### src/rtl/vga_scan_gen.sv
// VGA raster timing and live pixel coordinates; outputs registered, updating on the pixel-tick edge.
// No backpressure: free-running, divider and counters restart from the last back-porch pixel on reset.
module vga_scan_gen #(
  parameter int DIV    = 4,
  parameter int H_DISP = 640,
  parameter int H_FP   = 16,
  parameter int H_SYNC = 96,
  parameter int H_BP   = 48,
  parameter int V_DISP = 480,
  parameter int V_FP   = 10,
  parameter int V_SYNC = 2,
  parameter int V_BP   = 33
) (
  input  logic       clk,
  input  logic       reset,
  output logic       p_tick,
  output logic [9:0] x,
  output logic [9:0] y,
  output logic       hsync,
  output logic       vsync,
  output logic       video_on,
  output logic       frame_start
);

  localparam int H_TOTAL = H_DISP + H_FP + H_SYNC + H_BP;
  localparam int V_TOTAL = V_DISP + V_FP + V_SYNC + V_BP;
  localparam int DW      = (DIV > 1) ? $clog2(DIV) : 1;

  localparam logic [DW-1:0] DIV_LAST = DW'(DIV - 1);
  localparam logic [9:0]    X_LAST   = 10'(H_TOTAL - 1);
  localparam logic [9:0]    Y_LAST   = 10'(V_TOTAL - 1);
  localparam logic [9:0]    X_VIS    = 10'(H_DISP);
  localparam logic [9:0]    Y_VIS    = 10'(V_DISP);
  localparam logic [9:0]    HS_BEG   = 10'(H_DISP + H_FP);
  localparam logic [9:0]    HS_END   = 10'(H_DISP + H_FP + H_SYNC);
  localparam logic [9:0]    VS_BEG   = 10'(V_DISP + V_FP);
  localparam logic [9:0]    VS_END   = 10'(V_DISP + V_FP + V_SYNC);

  logic [DW-1:0] div_q, div_d;
  logic [9:0]    x_q, x_d, y_q, y_d;
  logic          tick;
  logic          p_tick_q, hsync_q, hsync_d, vsync_q, vsync_d;
  logic          video_on_q, video_on_d, frame_start_q, frame_start_d;

  // Counters advance on the same edge that raises p_tick, so p_tick marks the new pixel.
  always_comb begin
    tick  = (div_q == DIV_LAST);
    div_d = tick ? '0 : div_q + DW'(1);
    x_d   = x_q;
    y_d   = y_q;
    if (tick) begin
      if (x_q == X_LAST) begin
        x_d = '0;
        y_d = (y_q == Y_LAST) ? '0 : y_q + 10'd1;
      end else begin
        x_d = x_q + 10'd1;
      end
    end
    hsync_d       = !((x_d >= HS_BEG) && (x_d < HS_END));
    vsync_d       = !((y_d >= VS_BEG) && (y_d < VS_END));
    video_on_d    = (x_d < X_VIS) && (y_d < Y_VIS);
    frame_start_d = tick && (x_d == '0) && (y_d == '0);
  end

  always_ff @(posedge clk or posedge reset) begin
    if (reset) begin
      div_q         <= '0;
      x_q           <= X_LAST;
      y_q           <= Y_LAST;
      p_tick_q      <= 1'b0;
      hsync_q       <= 1'b1;
      vsync_q       <= 1'b1;
      video_on_q    <= 1'b0;
      frame_start_q <= 1'b0;
    end else begin
      div_q         <= div_d;
      x_q           <= x_d;
      y_q           <= y_d;
      p_tick_q      <= tick;
      hsync_q       <= hsync_d;
      vsync_q       <= vsync_d;
      video_on_q    <= video_on_d;
      frame_start_q <= frame_start_d;
    end
  end

  assign p_tick      = p_tick_q;
  assign x           = x_q;
  assign y           = y_q;
  assign hsync       = hsync_q;
  assign vsync       = vsync_q;
  assign video_on    = video_on_q;
  assign frame_start = frame_start_q;

endmodule
### config.mk
export PLATFORM = sky130hd
export DESIGN_NAME = vga_scan_gen
export DESIGN_NICKNAME = d
export VERILOG_FILES = /design/src/rtl/vga_scan_gen.sv
export SDC_FILE = /design/constraint.sdc
export NUM_CORES = 1
export LEC_CHECK = 0
export ABC_AREA = 1
export CAP_MARGIN = 20
export CORE_MARGIN = 2
export CORE_UTILIZATION = 35
export CTS_BUF_LIST = sky130_fd_sc_hd__clkbuf_4 sky130_fd_sc_hd__clkbuf_8 sky130_fd_sc_hd__clkbuf_16
export CTS_CLUSTER_DIAMETER = 120
export CTS_CLUSTER_SIZE = 24
export DETAILED_ROUTE_END_ITERATION = 10
export HOLD_SLACK_MARGIN = 0.03
export SYNTH_ARGS = -nofsm -noshare
export SYNTH_HDL_FRONTEND = slang
export SYNTH_SLANG_ARGS = --single-unit
### constraint.sdc
create_clock -name clk -period 1.7 [get_ports clk]
set_input_delay 0.17 -clock clk [delete_from_list [all_inputs] [get_ports clk]]
set_output_delay 0.17 -clock clk [all_outputs]
set_load 0.05 [all_outputs]
# Word-level counts from Yosys, hierarchy flattened
# Cells that the tools add are included.
dict set report word_totals {
  ff_bits 27
}
dict set report op_classes {
  addsub 3
  n_lt_le_gt_ge 6
  eq_ne 3
  n_mux 6
  n_reduce_logical 9
}
# operator n
set ops {}
lappend ops {{two-way mux 10 bit} 5}
lappend ops {{adder 10 x 1 -> 10 bit, second input constant} 2}
lappend ops {{equality test 10 bit, second input constant} 2}
lappend ops {{zero test 10 bit} 2}
lappend ops {{< comparator 10 bit, second input constant} 2}
lappend ops {{< comparator 10 x 9 -> 1 bit, second input constant} 2}
lappend ops {{>= comparator 10 bit, second input constant} 1}
lappend ops {{>= comparator 10 x 9 -> 1 bit, second input constant} 1}
lappend ops {{logical AND 1 bit} 5}
lappend ops {{adder 2 x 1 -> 2 bit, second input constant} 1}
lappend ops {{equality test 2 bit, second input constant} 1}
lappend ops {{zero test 1 bit} 2}
lappend ops {{two-way mux 2 bit} 1}

# Depth between registers and ports, before layout
# Gate-level depths: netlist of run 1.
dict set report logic_depth {
  depth_word 7
  depth_mapped 14
}

# Worst setup path after synthesis of run 1
# Ideal clock, no wire load.
dict set report synth_timing {
  path_kind {register to register}
  from {reg x_q[1] (netlist: x[1])}
  to {reg video_on_q (netlist: video_on)}
  arrival_ns 1.869
  required_ns 1.584
  path_slack_ns -0.286
  path_stages_with_launch 11
  period_less_slack_ns 1.986
  cell_sequence {dfstp_2 ha_1 nand2_1 nor2_2 nand4_4 o21ai_1 nand2_2 nor2_1 nand3_1 nor2_2 nor2_1}
}
dict set report synth_via {
  elab_chain_cells 5
  word_cells_on_any_way 9
  classes_between {add/sub (1); order compare (2); eq/ne (1); mux (4); reduce/logical (1)}
}
# item line
set synth_lines {}
lappend synth_lines {{start: declaration} 40} ;# logic [9:0] x_q, x_d, y_q, y_d;
lappend synth_lines {{start signal: assignment} 68} ;# x_q <= X_LAST;
lappend synth_lines {{start signal: assignment} 77} ;# x_q <= x_d;
lappend synth_lines {{adder 10 x 1 -> 10 bit or equality test 10 bit (tied branches)} {56, 52}}
lappend synth_lines {{two-way mux 10 bit} 52} ;# if (x_q == X_LAST) begin
lappend synth_lines {{two-way mux 10 bit} 51} ;# if (tick) begin
lappend synth_lines {{< comparator 10 bit or < comparator 10 x 9 -> 1 bit (tied branches)} 61} ;# video_on_d = (x_d < X_VIS) && (y_d < Y_VIS);
lappend synth_lines {{logical AND 1 bit (*)} 61}
lappend synth_lines {{named net video_on_d} 43} ;# logic video_on_q, video_on_d, frame_start_q, frame_start_d;
lappend synth_lines {{end signal: assignment} 82} ;# video_on_q <= video_on_d;
lappend synth_lines {{end: declaration} 43}
# Mark *: on every way through the listed nets, which the timed path passes. The rest lies on a longest branch.

# Final worst setup path of run 1
dict set report layout_timing {
  from {reg x_q[1] (netlist: x[1])}
  to {reg frame_start_q (netlist: frame_start)}
}
dict set report layout_via {
  elab_chain_cells 6
  word_cells_on_any_way 10
  classes_between {add/sub (1); eq/ne (1); mux (4); reduce/logical (4)}
}
# item line
set layout_lines {}
lappend layout_lines {{adder 10 x 1 -> 10 bit or equality test 10 bit (tied branches)} {56, 52}}
lappend layout_lines {{two-way mux 10 bit} 52}
lappend layout_lines {{two-way mux 10 bit} 51}
lappend layout_lines {{zero test 10 bit} 62} ;# frame_start_d = tick && (x_d == '0) && (y_d == '0);
lappend layout_lines {{logical AND 1 bit} 62}
lappend layout_lines {{logical AND 1 bit (*)} 62}
lappend layout_lines {{named net frame_start_d} 43}
lappend layout_lines {{end signal: assignment} 83} ;# frame_start_q <= frame_start_d;
lappend layout_lines {{end: declaration} 43}
# Marks and branches as above.

==> impl_results.md, run 1 <==
- Final Net Count: 337
- Worst Path Required: 1.92 ns
- Final WS setup: -0.2429 ns
- Slew headroom: 66.86%
- Die area: 5738 µm²
- Synth cell types: 28
- Clock transition at the registers of the reported paths: 0.10 ns
- Layout Skew: 0.004743 ns
- Vias in the first global route: 1649
- Endpoints failing hold: 0
- Synthesized area per cell: 7.354 µm²
- Die H: 75.75 µm
- Post-Syn Nets: 251
- Leak: 1.500 nW
- Crit path DAT: 2.16 ns
- Grt total ovfl: 0
- Share of cells above drive strength 1: 47.88%
- DR pass1 iterations: 4
- I/O pin count: 27
- Async set or reset register ratio after synthesis: 100.0%
- Period utilization: 114.3%
- Detailed Route WL: 5.002 mm
- GRT Resource Usage Total: 18.38%
- Crit. End Element: register
- Util after Layout: 55.83%
- Starting DRC count in detailed routing: 81
- Minimum clock period: 1.943 ns
- Yosys top cell by area: dfrtp_1
- Hold Worst Slack: 0.2466 ns
- Mapped Area: 1802 µm²
- DRC: 0
- Die span in x: 75.75 µm
- CTS max path bufs: 2
- H-tree lvl count: 1
- Tightest Pin Transition: 0.4955 ns
- Core area: 5042 µm²
- Layout Area Growth over Synthesis: 56.25%
- TNS Setup: -1.045 ns
- Starting Density: 35.73%
- Largest net degree at the start of global routing: 28
- Number of setup violations in the final report: 7
- Number of enable flip-flop cells after synthesis: 0
- PortBufs: 26
- Top post-synthesis cells by area: dfrtp_1 (21%), dfstp_2 (18%), nand2_1 (11%)
- Max Cap Viol: 0
- First-pass GRT wire length: 7.900 mm
- Max Freq: 514.7 MHz
- Worst min path class: input port to asynchronous set/reset pin
- Skew-Pair Late Insertion Delay: 0.28 ns
- Synth Warn #: 0
- Vias: 1848
- Power Density: 370.1 nW/µm²
- Main synth FF type: dfrtp_1
- Detail Placement HPWL: 3.750 mm
- Detail Route Antenna Nets: 0
- Slew Limit Fails: 0
- RSZ-0062 raised after global routing: yes
- Failing checks: negative setup slack
- Register area share after synthesis: 38.33%
- Clock sink count: 27
- Outcome: complete, but fails checks
- Share of the synthesized area in the top cell type: 20.83%
- Initial antenna violation count: 0
- Routability cong.: 0.8538
- Synth Register Bits: 27
- ANT cells: 0
- Post-Syn Instances: 245
- CTS tree: yes
- VDD IR max: 0.3186 mV
- Number of fill cells in the layout: 472
- Vias per Instance: 4.620
- Dpl ws: -0.2047 ns
- Max Fanout on Critical Path: 5
- Critical path startpoint category: register
- Total Power: 1.042 mW
- Clock root buffer: clkbuf_8
- Cts bufs inserted: 3
- DR WL/cell: 12.51 µm
- # rows: 26
- Critical path type: register to register
==> cell type report <==
type                    instances  area, µm²  share of cell area, %
repair buffers                 82      703.2                  24.98
well taps                      70      87.58                  3.111
flip-flops and latches         27      710.7                  25.24
inverters                      50      191.4                  6.800
multi-input cells             167       1075                  38.18
clock inverters                 1      6.256                 0.2222
clock buffers                   3      41.29                  1.467
==> routing by layer <==
metal	vias up	GRT usage (%)	wire length, µm
li1	940	-	-
met5	-	0	0
met1	858	26.11	2343
met2	48	30.08	2441
met3	2	3.307	195
met4	0	2.339	21
==> state kept, by name, indices dropped and copies added, names as in the netlist <==
name         count
div_q            2
frame_start      1
hsync            1
p_tick           1
video_on         1
vsync            1
x               10
y               10
==> final timing paths <==
| check | end | startpoint | slack (ns) | cells after the start |
|---|---|---|---|---|
| max | frame_start$_DFF_PP0_ | x[1]$_DFF_PP1_ | -0.24 | 10 |
| min | frame_start$_DFF_PP0_ | reset | 0.25 | 3 |
| max reg2reg | frame_start$_DFF_PP0_ | x[1]$_DFF_PP1_ | -0.24 | 10 |
| min reg2reg | div_q[1]$_DFF_PP0_ | div_q[1]$_DFF_PP0_ | 0.52 | 1 |
| max in group asynchronous | x[9]$_DFF_PP1_ | reset | 1.15 | 3 |
| min in group clk | div_q[1]$_DFF_PP0_ | div_q[1]$_DFF_PP0_ | 0.52 | 1 |
==> worst max-delay path, cell delays in order (launching register included) <==
cell	delay, ns
dfstp_4	0.64
ha_4	0.18
nand2_4	0.06
nor2_4	0.14
nand4_4	0.15
o21bai_1	0.21
nand2_2	0.11
nand2_1	0.06
nor2_1	0.12
nand3_1	0.10
nor2_1	0.11
==> cells in the mapped netlist (2+ instances only) <==
cell	instances
dfrtp_1	15
dfstp_2	12
ha_1	4
inv_1	47
inv_2	2
nand2_1	55
nand2_2	7
nand3_1	31
nand3_2	5
nand4_1	6
nor2_1	25
nor2_2	5
nor2_4	6
o21ai_0	4
o21ai_1	5
o21bai_1	3
xor2_1	2
==> layout by cell type, fill, tap and decap left out, types with 2 or more instances in the layout <==
| master | Yosys | routed |
|---|---|---|
| buf_12 | 0 | 5 |
| buf_4 | 0 | 69 |
| buf_6 | 0 | 4 |
| clkbuf_8 | 0 | 3 |
| clkdlybuf4s50_1 | 0 | 4 |
| dfrtp_1 | 15 | 11 |
| dfrtp_2 | 0 | 4 |
| dfstp_2 | 12 | 8 |
| dfstp_4 | 0 | 4 |
| ha_1 | 4 | 2 |
| ha_4 | 0 | 2 |
| inv_1 | 47 | 43 |
| inv_2 | 2 | 5 |
| nand2_1 | 55 | 49 |
| nand2_2 | 7 | 10 |
| nand2_4 | 1 | 4 |
| nand3_1 | 31 | 24 |
| nand3_2 | 5 | 12 |
| nand4_1 | 6 | 6 |
| nand4_4 | 1 | 2 |
| nor2_1 | 25 | 18 |
| nor2_2 | 5 | 8 |
| nor2_4 | 6 | 10 |
| o21ai_0 | 4 | 2 |
| o21ai_1 | 5 | 5 |
| o21ai_2 | 0 | 2 |
| o21bai_1 | 3 | 3 |
| xor2_1 | 2 | 2 |
==> through the flow <==
stage	cell area, µm²	instances
CTS	2648	395
floorplan	1851	245
global route	2815	400
finish	2815	400
global placement	2560	389
detailed placement	2560	389
==> cells by family after synthesis <==
logic type / share of synthesized area [%]
compound gates: 4.375
xor+xnor: 0.9724
fa+ha+maj: 2.778
buf+inv: 10.90
flops: 38.33
simple gates: 42.64
==> where the power goes <==
part | internal (mW) | total [mW] | leakage (nW) | switching [mW]
clock | 0.168 | 0.383 | 0.0260 | 0.215
sequential | 0.643 | 0.643 | 0.320 | 0
combinational | 0.00368 | 0.0165 | 1.15 | 0.0128
total | 0.814 | 1.04 | 1.50 | 0.227
==> what timing repair did <==
item / in CTS / in global routing
resized for setup: 6 / 32
setup endpoints to repair: 7 / 16
hold buffers: 0 / 0
cloned: 1 / 0
pin swaps: 4 / 15
hold endpoints to repair: 0 / 0
setup buffers: 1 / 6
(Power assumes the default switching activity.)
==> run 2, diff against run 1 <==
Settings changed: GPL_ROUTABILITY_DRIVEN set to 0, SLEW_MARGIN set to 20.
==> results of run 2 <==
No change in the layout: final DEF, timing and power equal those of run 1.
